`src/rtl/vend_sequencer.sv`:
```
// Vending machine controller: credit accumulation, vend trigger,
// greedy coin-by-coin change/refund and coin receiver clearing.
module vend_sequencer #(
   parameter int CW          = 8,
   parameter int PRICE_0     = 7,
   parameter int PRICE_1     = 12,
   parameter int PRICE_2     = 25,
   parameter int PRICE_3     = 40,
   parameter int TIMEOUT_CYC = 1000
) (
   input  logic          clk,
   input  logic          i_rst,
   input  logic          on_m_1,
   input  logic          on_m_5,
   input  logic          on_m_10,
   input  logic          on_m_20,
   input  logic          cancel,
   input  logic          sel_valid,
   input  logic [1:0]    sel_id,
   output logic          enough_payment,
   output logic          m_rst,
   output logic          dispense,
   output logic [1:0]    dispense_id,
   output logic          ret_1,
   output logic          ret_5,
   output logic          ret_10,
   output logic          ret_20,
   output logic [CW-1:0] credit,
   output logic          busy
);

   typedef enum logic [2:0] {
      S_IDLE, S_COLLECT, S_VEND, S_CHANGE, S_REFUND, S_CLEAR
   } state_t;

   localparam int TW = $clog2(TIMEOUT_CYC) + 1;
   localparam logic [TW-1:0] TMAX = TW'(TIMEOUT_CYC - 1);

   state_t        r_state, w_nstate;
   logic [CW-1:0] r_credit, w_ncredit;
   logic [CW-1:0] r_price, w_nprice;
   logic [1:0]    r_sel, w_nsel;
   logic          r_has, w_nhas;
   logic [TW-1:0] r_tmo, w_ntmo;
   logic          r_gap, w_ngap;
   logic          r_ep, w_nep;

   logic [CW:0]   w_coin;
   logic [CW:0]   w_sum;
   logic [CW-1:0] w_eff;
   logic [CW-1:0] w_den;
   logic [CW-1:0] w_sel_price;
   logic          w_issue;
   state_t        w_abort;

   always_comb begin
      w_coin = '0;
      unique case (1'b1)
         on_m_20: w_coin = (CW+1)'(20);
         on_m_10: w_coin = (CW+1)'(10);
         on_m_5:  w_coin = (CW+1)'(5);
         on_m_1:  w_coin = (CW+1)'(1);
         default: w_coin = '0;
      endcase
   end

   // credit saturates instead of wrapping
   assign w_sum = {1'b0, r_credit} + w_coin;
   assign w_eff = w_sum[CW] ? {CW{1'b1}} : w_sum[CW-1:0];
   assign w_abort = (w_eff != '0) ? S_REFUND : S_CLEAR;

   always_comb begin
      w_sel_price = CW'(PRICE_0);
      case (sel_id)
         2'd1:    w_sel_price = CW'(PRICE_1);
         2'd2:    w_sel_price = CW'(PRICE_2);
         2'd3:    w_sel_price = CW'(PRICE_3);
         default: w_sel_price = CW'(PRICE_0);
      endcase
   end

   always_comb begin
      w_den = CW'(1);
      if (r_credit >= CW'(20))      w_den = CW'(20);
      else if (r_credit >= CW'(10)) w_den = CW'(10);
      else if (r_credit >= CW'(5))  w_den = CW'(5);
   end

   assign w_issue = (r_state == S_CHANGE || r_state == S_REFUND)
                    && !r_gap && (r_credit != '0);

   always_comb begin
      w_nstate  = r_state;
      w_ncredit = r_credit;
      w_nprice  = r_price;
      w_nsel    = r_sel;
      w_nhas    = r_has;
      w_ntmo    = r_tmo;
      w_ngap    = r_gap;
      case (r_state)
         S_IDLE: begin
            w_ncredit = w_eff;
            if (cancel) begin
               w_nstate = w_abort;
               w_ngap   = 1'b0;
            end else if (sel_valid) begin
               w_nstate = S_COLLECT;
               w_nsel   = sel_id;
               w_nprice = w_sel_price;
               w_nhas   = 1'b1;
               w_ntmo   = '0;
            end
         end
         S_COLLECT: begin
            w_ncredit = w_eff;
            if (cancel) begin
               w_nstate = w_abort;
               w_ngap   = 1'b0;
            end else if (w_eff >= r_price) begin
               w_nstate = S_VEND;
            end else if (w_coin != '0) begin
               w_ntmo = '0;
            end else if (r_tmo == TMAX) begin
               w_nstate = w_abort;
               w_ngap   = 1'b0;
            end else begin
               w_ntmo = r_tmo + TW'(1);
            end
         end
         S_VEND: begin
            w_ncredit = r_credit - r_price;
            w_nstate  = S_CHANGE;
            w_ngap    = 1'b0;
         end
         S_CHANGE, S_REFUND: begin
            // issue and gap cycles alternate until credit is drained
            if (r_credit == '0) begin
               w_nstate = S_CLEAR;
            end else if (r_gap) begin
               w_ngap = 1'b0;
            end else begin
               w_ncredit = r_credit - w_den;
               w_ngap    = 1'b1;
            end
         end
         S_CLEAR: begin
            w_nstate = S_IDLE;
            w_nhas   = 1'b0;
            w_nsel   = '0;
            w_nprice = '0;
            w_ntmo   = '0;
            w_ngap   = 1'b0;
         end
         default: w_nstate = S_IDLE;
      endcase
   end

   assign w_nep = (w_nstate inside {S_VEND, S_CHANGE, S_REFUND, S_CLEAR})
                  || (w_nhas && (w_ncredit >= w_nprice));

   always_ff @(posedge clk or posedge i_rst) begin
      if (i_rst) begin
         r_state  <= S_IDLE;
         r_credit <= '0;
         r_price  <= '0;
         r_sel    <= '0;
         r_has    <= 1'b0;
         r_tmo    <= '0;
         r_gap    <= 1'b0;
         r_ep     <= 1'b0;
      end else begin
         r_state  <= w_nstate;
         r_credit <= w_ncredit;
         r_price  <= w_nprice;
         r_sel    <= w_nsel;
         r_has    <= w_nhas;
         r_tmo    <= w_ntmo;
         r_gap    <= w_ngap;
         r_ep     <= w_nep;
      end
   end

   assign dispense       = (r_state == S_VEND);
   assign dispense_id    = dispense ? r_sel : 2'd0;
   assign ret_20         = w_issue && (w_den == CW'(20));
   assign ret_10         = w_issue && (w_den == CW'(10));
   assign ret_5          = w_issue && (w_den == CW'(5));
   assign ret_1          = w_issue && (w_den == CW'(1));
   assign m_rst          = (r_state == S_CLEAR);
   assign busy           = r_state inside {S_VEND, S_CHANGE, S_REFUND, S_CLEAR};
   assign credit         = r_credit;
   assign enough_payment = r_ep;

endmodule
```
`config.mk`:
```
export PLATFORM = sky130hd
export DESIGN_NAME = vend_sequencer
export DESIGN_NICKNAME = d
export VERILOG_FILES = /design/src/rtl/vend_sequencer.sv
export SDC_FILE = /design/constraint.sdc
export NUM_CORES = 1
export LEC_CHECK = 0
export BUFFER_PORTS_ARGS = -buffer_cell sky130_fd_sc_hd__buf_2
export CELL_PAD_IN_SITES_DETAIL_PLACEMENT = 0
export CELL_PAD_IN_SITES_GLOBAL_PLACEMENT = 1
export CORE_UTILIZATION = 40
export CTS_CLUSTER_SIZE = 10
export DETAILED_ROUTE_END_ITERATION = 8
export HOLD_SLACK_MARGIN = 0.06
export MAX_ROUTING_LAYER = met4
export PLACE_DENSITY_LB_ADDON = 0.1
export SLEW_MARGIN = 10
export SYNTH_ARGS = -nofsm -noshare
export SYNTH_HDL_FRONTEND = slang
export SYNTH_SLANG_ARGS = --single-unit
```
`constraint.sdc`:
```
create_clock -name clk -period 10.65 [get_ports clk]
set_input_delay 2.13 -clock clk [delete_from_list [all_inputs] [get_ports clk]]
set_output_delay 2.13 -clock clk [all_outputs]
set_load 0.05 [all_outputs]
```
* Word-level counts from Yosys, hierarchy flattened
Index checks and enable logic that the tools add are counted.
** Storage, ports and cells
- Flip-flop bits (word level) :: 35
- Bits of input ports :: 10
- Output and inout bits :: 18
- Word-level logic and storage cells :: 113
** Cells by class
- $add $sub $neg :: 4
- $lt $le $gt $ge :: 5
- Equal/unequal tests :: 27
- Multiplexer cells :: 43
- Reduce and logical (&&, ||, !) cells :: 26
** Operator list (number)
- two-way mux 11 bit :: 6
- two-way mux 8 bit :: 5
- case mux 11 bit (3 select lines) :: 1
- two-way mux 3 bit :: 8
- case mux 8 bit (3 select lines) :: 1
- case mux 5 bit (4 select lines) :: 1
- case mux 6 bit (3 select lines) :: 1
- greater-or-equal comparator 8 bit :: 2
- case mux 8 bit (2 select lines) :: 1
- nonzero test 8 bit :: 2
- subtractor 8 bit :: 2
- equality test 3 x 2 -> 1 bit (second input constant) :: 4
- equality test 3 bit (second input constant) :: 4
- inequality test 2 bit (second input constant) :: 6
- inequality test 3 bit (second input constant) :: 4
- case mux 3 bit (4 select lines) :: 1
- AND reduction 6 bit :: 2
- nonzero test 4 bit :: 3
- adder 11 x 1 -> 11 bit (second input constant) :: 1
- equality test 11 x 10 -> 1 bit (second input constant) :: 1
- two-way mux 1 bit :: 10
- adder 8 x 9 -> 9 bit :: 1
- nonzero test 9 bit :: 1
- equality test 8 x 1 -> 1 bit (second input constant) :: 1
- other kinds (24) :: 36

* Longest topological paths before layout
Gate-level depths: netlist (run 1).
- Depth in word-level cells :: 13
- Mapped depth :: 18

* Worst setup path before layout (run 1)
No wires, ideal clock.
- Path type :: in2reg
- From :: input on_m_5
- To :: register r_ep (netlist: enough_payment)
- Library setup time :: 0.124 ns
- Arrival time :: 5.296 ns
- Path slack :: 5.230 ns
- Cell stages on the path :: 17
- Path buffers :: 0
- Cells stage by stage :: or2_2 -> ha_1 -> inv_1 -> fa_1 -> nor2b_1 -> o31a_1 -> o21ai_1 -> nand2_1 -> a221o_1 -> o21a_1 -> o22a_1 -> ha_1 -> nor2b_1 -> o21ai_0 -> a21oi_1 -> o22a_1 -> a211o_1
** Between the ends
- Elaborated cells between the ends (all ways) :: 22
** RTL lines
- from (decl) :: RTL line 14 : input logic on_m_5,
- case mux 5 bit (4 select lines) :: RTL line 58 : unique case (1'b1)
- adder 8 x 9 -> 9 bit :: RTL line 68 : assign w_sum = {1'b0, r_credit} + w_coin;
- two-way mux 8 bit :: RTL line 69 : assign w_eff = w_sum[CW] ? {CW{1'b1}} : w_sum[CW-1:0];
- case mux 8 bit (3 select lines) :: RTL line 100 : case (r_state)
- net w_ncredit[2] :: RTL line 40 : logic [CW-1:0] r_credit, w_ncredit;
- greater-or-equal comparator 8 bit :: RTL line 159 : || (w_nhas && (w_ncredit >= w_nprice));
- logical AND 1 bit :: RTL line 159
- logical OR 1 bit :: RTL line 159
- net w_nep :: RTL line 46 : logic r_ep, w_nep;
- to (signal assigned) :: RTL line 179 : r_ep <= w_nep;
- to (decl) :: RTL line 46
The timed path passes the listed nets, and every way through them passes these cells.
A chain may end at the register's enable or synchronous reset.

* Worst setup path after layout (run 1)
Ends and elaborated chain as after synthesis.

==> results.md, run 1 <==
- Critical path arrival: about 5800 ps
- Hold EP: r_tmo[10]$_DFFE_PP0P_
- I/O Buffers: 27
- Synth Cell Area: approximately 3300 um^2
- Total CTS buffers: 5
- Hold Buf Count CTS: 0
- Share of cells above drive strength 1: 0.108
- DR vias: between 3,000 and 4,000
- Fin nets: 480
- Vias per inst: a little under 6
- Vias in the first global route: roughly 3,100
- Slew @ Worst Pin: about 870 ps
- Synth Area in Compound Gates: 0.277
- Area share of the largest cell type after synthesis: 0.266
- Hold_sp: r_tmo[10]$_DFFE_PP0P_
- Multiplexer area fraction after synthesis: 0.00949
- H-tree Lvls: 2
- Die X-Extent: 92.8 um
- Achievable Freq: between 0.15 and 0.2 GHz
- Clock latency on the worst-skew pair: ~290 ps
- Antenna Cells: 0
- # Post-CTS Setup Buffers: 0
- FF-to-FF setup slack: ~5900 ps
- CTS Buffer Depth: 2
- Post-synthesis sequential area ratio: 0.266
- DRT antenna net count: 0
- Final setup violation count: 0
- First drt pass iteration count: 5
- Gr ovfl total: 0
- WL final: about 9400 um
- R2r startpoint: credit[7]$_DFF_PP0_
- RSZ-0062 raised after global routing: no
- CP Max Fanout: 5
- Dpl hpwl: 7370 um
- Drt wl/cell: about 18 um
- Initial antenna violation count: 0
- Yosys reg bits: 35
- Initial drt markers: 218
- Mean Syn Cell Area: between 8 and 9 um^2
- Mapped Cells: 411
- Sum Neg Setup Slack: 0 ps
- GRT Total Usage: 0.243
- Slew HR: 0.412
- Reg clk slew, reported paths: around 70 ps
- I/O pins: 28
- Core area: ~7800 um^2
- Hold Vio Cnt, Final: 0
- Clock Sinks: 35
- Clock skew: around 3.8 ps
- Post-synthesis cell type count: between 60 and 70
- Crit path required time: ~11,000 ps
- Die area: around 8600 um^2
- Placed cells: 529
- Maxcap violations: 0
- Cell count of the worst reg-to-reg path: 17
- Async SR Flop Fraction: 1.00
- Status: complete, no violations
- Crit share post-route: 0.526
- Hold WC Path Type: register to register
- Die Y: 92.8 um
- CTS root buffer: clkbuf_8
- Largest family of logic cells by synthesized area: compound AO/OA/AOI/OAI gates
- Area Growth Syn to Fin: 9.23%
- DR DRC count: 0
- Reg2reg end: enough_payment$_DFF_PP0_
- Setup CP Type: input pin to register
- Post-synth EDFFs: 0
- CTS tree: yes
- Synth Area in Adders: 0.144
- Ys Warns: 0
- Final Max Slew Viols: 0
- Period minus WS final: about 5600 ps
- Simple-Gate Fraction of Synth Area: 0.224
- Startpoint types: input pin
- Worst Hold Path Cells: 1
- Row count: 32
- FILL cells: roughly 840
- Synth Area in XOR/XNOR: 0.0266
- Pin count of the biggest net entering global routing: 36
- Non-Filler Instances: roughly 540
- Critical path capture point type: register
- Synthesized net count: 457
- Largest cells by area after synthesis: dfrtp_1 27%, ha_1 13%, o21ai_0 5.0%
- Biggest area consumer among synthesized cells: dfrtp_1
- Placer Congestion: between 0.8 and 0.9
- Post_cts resized: 0
- Starting Density: 0.420
- First-pass GRT wire length: between 15,000 and 20,000 um
- Top_reg_cell synth: dfrtp_1
layout by cell type (no fill, tap or decap), drive strengths merged, types with 4 or more instances in the layout:
master  Yosys  routed
o31ai       6       6
nand2b      7       7
nor2       43      43
nor2b       6       6
a31oi       9       9
nand3      16      16
nor3        5       5
and3        9       9
nor4        6       6
a211o       5       5
dfrtp      35      35
or3         4       4
o21ai      41      41
ha         33      33
a211oi      4       4
xor2        9       9
or2         4       4
o21a       10      10
nand2      33      33
and2        4       4
buf         5      28
a221o       4       4
inv        33      33
a21o        8       8
a21oi      19      19
nand4       4       4
clkbuf      7       6
stage by stage:
step / util / worst slack (ps) / cell area [um^2] / hold slack, ps
after CTS: 0.459 / 5080 / 3600 / 502
after detailed placement: 0.448 / 4780 / 3510 / 491
after global placement: 0.448 / 4810 / 3510 / 488
after floorplan: - / 5230 / 3290 / 443
after global routing: 0.459 / 4760 / 3600 / 514
final: 0.459 / 5050 / 3600 / 488
critical path, stage by stage:
cell,delay [ps]
buf_2,100
or2_2,290
ha_1,200
inv_1,70
fa_1,200
nor2b_1,60
o31a_1,280
o21ai_1,310
nand2_1,150
a221o_1,410
o21a_1,190
o22a_1,230
ha_1,270
nor2b_1,120
o21ai_0,160
a21oi_1,80
o22a_1,230
a211o_1,300
state kept, by name, indices dropped and copies added (netlist names):
signal          cells
credit              8
enough_payment      1
r_gap               1
r_has               1
r_price             8
r_sel               2
r_state             3
r_tmo              11
how the worst max path moves through the flow:
stage	cells past startpoint	slack (ps)	endpoint	start
finish	18	5050	enough_payment$_DFF_PP0_	on_m_5
detailed placement	17	4780	r_tmo[10]$_DFFE_PP0P_	on_m_5
floorplan	17	5230	enough_payment$_DFF_PP0_	on_m_5
global route	18	4760	r_tmo[6]$_DFFE_PP0P_	on_m_5
global placement	18	4810	enough_payment$_DFF_PP0_	on_m_5
CTS	18	5080	enough_payment$_DFF_PP0_	on_m_5
kinds of logic after synthesis:
kind of cell	count (synthesis)
xor gates and xnor gates	10
buffers and inverters	45
muxes	3
adders and majority gates	36
AOI/OAI and AO/OA	134
and+or+nand+nor	148
DFF	35
cell type report:
cell class              count  area [um^2]  area share
clock buffers               6         72.6      0.0202
clock inverters             2         12.5     0.00348
inverters                  33          124      0.0344
multi-input cells         331         2240       0.623
flip-flops and latches     35          876       0.243
well taps                 102          128      0.0355
repair buffers             28          143      0.0396
cells in the mapped netlist (2+ instances only):
| cell type | n |
|---|---|
| buf_1 | 2 |
| a211o_1 | 5 |
| nor2b_1 | 6 |
| and2_1 | 4 |
| o21ba_2 | 2 |
| o31ai_1 | 6 |
| fa_1 | 3 |
| a31oi_1 | 9 |
| a32oi_1 | 3 |
| or2_2 | 4 |
| a211oi_1 | 3 |
| o22a_1 | 3 |
| nor2_1 | 43 |
| a21oi_1 | 19 |
| or3_1 | 4 |
| ha_1 | 33 |
| and3_1 | 9 |
| a221o_1 | 4 |
| buf_2 | 2 |
| nand4_1 | 4 |
| nand2b_1 | 7 |
| nand2_1 | 33 |
| o41ai_1 | 2 |
| o31a_1 | 2 |
| a21o_1 | 8 |
| a32o_1 | 2 |
| nor4_1 | 5 |
| nor3b_1 | 2 |
| dfrtp_1 | 35 |
| xor2_1 | 9 |
| o21ai_0 | 33 |
| o21a_1 | 10 |
| mux2i_1 | 2 |
| clkbuf_1 | 7 |
| inv_1 | 33 |
| o21ai_1 | 8 |
| nand3_1 | 16 |
| a2111oi_0 | 2 |
| nor3_1 | 5 |
routing by layer:
| layer | global-route usage | share of wire |
|---|---|---|
| met1 | 0.326 | 0.49 |
| met2 | 0.389 | 0.45 |
| met3 | 0.0255 | 0.032 |
| met4 | 0.0679 | 0.023 |
| met5 | - | 0 |
Power of run 1 is left out: the tool's default activity adds up to more than one toggle a clock period on the data nets, which glitch-free logic cannot reach.
==> run 2, diff against run 1 <==
==> constraint.sdc (replaced) <==
create_clock -name clk -period 5.25 [get_ports clk]
set_input_delay 1.05 -clock clk [delete_from_list [all_inputs] [get_ports clk]]
set_output_delay 1.05 -clock clk [all_outputs]
set_load 0.05 [all_outputs]
==> run 2 against run 1 <==
Compared with the run above: non-clock buffer count up 4; final cell count increased by 0.74%; via count up 0.16%; utilization is 0.85 points higher; hold slack better by 9.4 ps; largest cell class unchanged.
==> results.md, run 2 (same netlist as run 1, synthesis figures left out) <==
- CTS root buffer: clkbuf_8
- Total CTS buffers: 5
- Hold Vio Cnt, Final: 0
- Setup CP Type: register to register
- Hold Buf Count CTS: 0
- Antenna Cells: 0
- Sum Neg Setup Slack: 0 ps
- Area Growth Syn to Fin: 11.2%
- Clock Sinks: 35
- First drt pass iteration count: 4
- Clock skew: roughly 11 ps
- Critical path capture point type: register
- FILL cells: roughly 840
- Crit share post-route: 0.875
- Row count: 32
- Crit path required time: ~5400 ps
- Status: complete, no violations
- Maxcap violations: 0
- Crit path cell chain: or3_1 > nor2_1 > nand2_1 > fa_1 > nor2_1 > a2111oi_0 > o21ai_0 > nand2b_1 > a2111oi_0 > a21oi_1 > a2bb2oi_1 > ha_1 > or3_1 > o22a_1 > a211o_1
- Die X-Extent: ~93 um
- Number of buffers and inverters on the critical path: 0
- WL final: about 9500 um
- Slew HR: 0.380
- Initial drt markers: approximately 170
- Hold WC Path Type: register to register
- Drt wl/cell: between 15 and 20 um
- Slowest CP cell: a2111oi_0
- Max reg flops: 11
- Vias in the first global route: between 3,000 and 4,000
- Most frequent cells in the layout: 43 x nor2_1, 35 x dfrtp_1
- Pin count of the biggest net entering global routing: 36
- GRT Total Usage: 0.248
- DRT antenna net count: 0
- Startpoint types: register
- Vias per inst: a little under 6
- Starting Density: 0.420
- I/O pins: 28
- Die area: between 8000 and 9000 um^2
- Final Max Slew Viols: 0
- Slew @ Worst Pin: between 900 and 1000 ps
- RSZ-0062 raised after global routing: no
- CP peak stage delay: approximately 570 ps
- Most common cell after layout, fill and taps aside: nor2_1
- FF-to-FF setup slack: roughly 660 ps
- CP top delay family: compound AO/OA/AOI/OAI gates
- I/O Buffers: 27
- H-tree Lvls: 2
- CP Max Fanout: 10
- Share of cells above drive strength 1: 0.118
- DR DRC count: 0
- Critical path arrival: approximately 4800 ps
- Achievable Freq: between 0.2 and 0.25 GHz
- Period minus WS final: between 4000 and 5000 ps
- Die Y: ~93 um
- First-pass GRT wire length: 16,200 um
- Core area: roughly 8000 um^2
- Fin nets: around 480
- Post-Place Setup Slack: around 420 ps
- Initial antenna violation count: 0
- Reg clk slew, reported paths: roughly 80 ps
- Final setup violation count: 0
- # Post-CTS Setup Buffers: 0
- Worst setup margin: approximately 660 ps
- Dpl hpwl: 7470 um
- Placer Congestion: roughly 0.89
- Post_cts resized: 0
- Gr ovfl total: 0
- CTS tree: yes
- Largest Register: r_tmo
- DR vias: approximately 3,100
- Clock latency on the worst-skew pair: approximately 290 ps
- CTS Buffer Depth: 2
run 2: cell count changes in the layout (fill, tap and decap cells not counted):
cell / change
clkbuf_8: +1
clkinvlp_4: -1
clkbuf_1: -1
clkinv_2: -1
bufinv_16: +1
inv_6: +1
buf_4: +4
run 2: final cells by class:
class | count | area [um^2] | share of cell area
well taps | 102 | 128 | 0.0348
repair buffers | 32 | 173 | 0.0471
clock inverters | 2 | 38.8 | 0.0106
multi-input cells | 331 | 2240 | 0.612
clock buffers | 6 | 82.6 | 0.0225
flip-flops and latches | 35 | 876 | 0.239
inverters | 33 | 124 | 0.0338
run 2: layer usage:
| metal | up-vias | track usage | wire length [um] |
|---|---|---|---|
| li1 | 1566 | - | - |
| met3 | 6 | 0.0213 | 306 |
| met4 | 0 | 0.0551 | 94 |
| met2 | 68 | 0.409 | 4510 |
| met5 | - | - | 0 |
| met1 | 1505 | 0.333 | 4560 |
run 2: worst paths after layout:
kind	from	endpoint	cells after the start
max reg2reg	credit[6]$_DFF_PP0_	enough_payment$_DFF_PP0_	15
min reg2reg	r_tmo[10]$_DFFE_PP0P_	r_tmo[10]$_DFFE_PP0P_	1
min	r_tmo[10]$_DFFE_PP0P_	r_tmo[10]$_DFFE_PP0P_	1
min in group asynchronous	i_rst	r_tmo[1]$_DFFE_PP0P_	3
max in group asynchronous	i_rst	r_gap$_DFFE_PP0P_	3
max	credit[6]$_DFF_PP0_	enough_payment$_DFF_PP0_	15
run 2: stage by stage:
step / instances / cell area (um^2) / hold slack, ps / util
floorplan: 411 / 3290 / 443 / -
detailed placement: 533 / 3540 / 501 / 0.452
CTS: 541 / 3660 / 511 / 0.467
global route: 541 / 3660 / 521 / 0.467
finish: 541 / 3660 / 497 / 0.467
global placement: 533 / 3540 / 489 / 0.452
Power of run 2 is left out for the same reason.
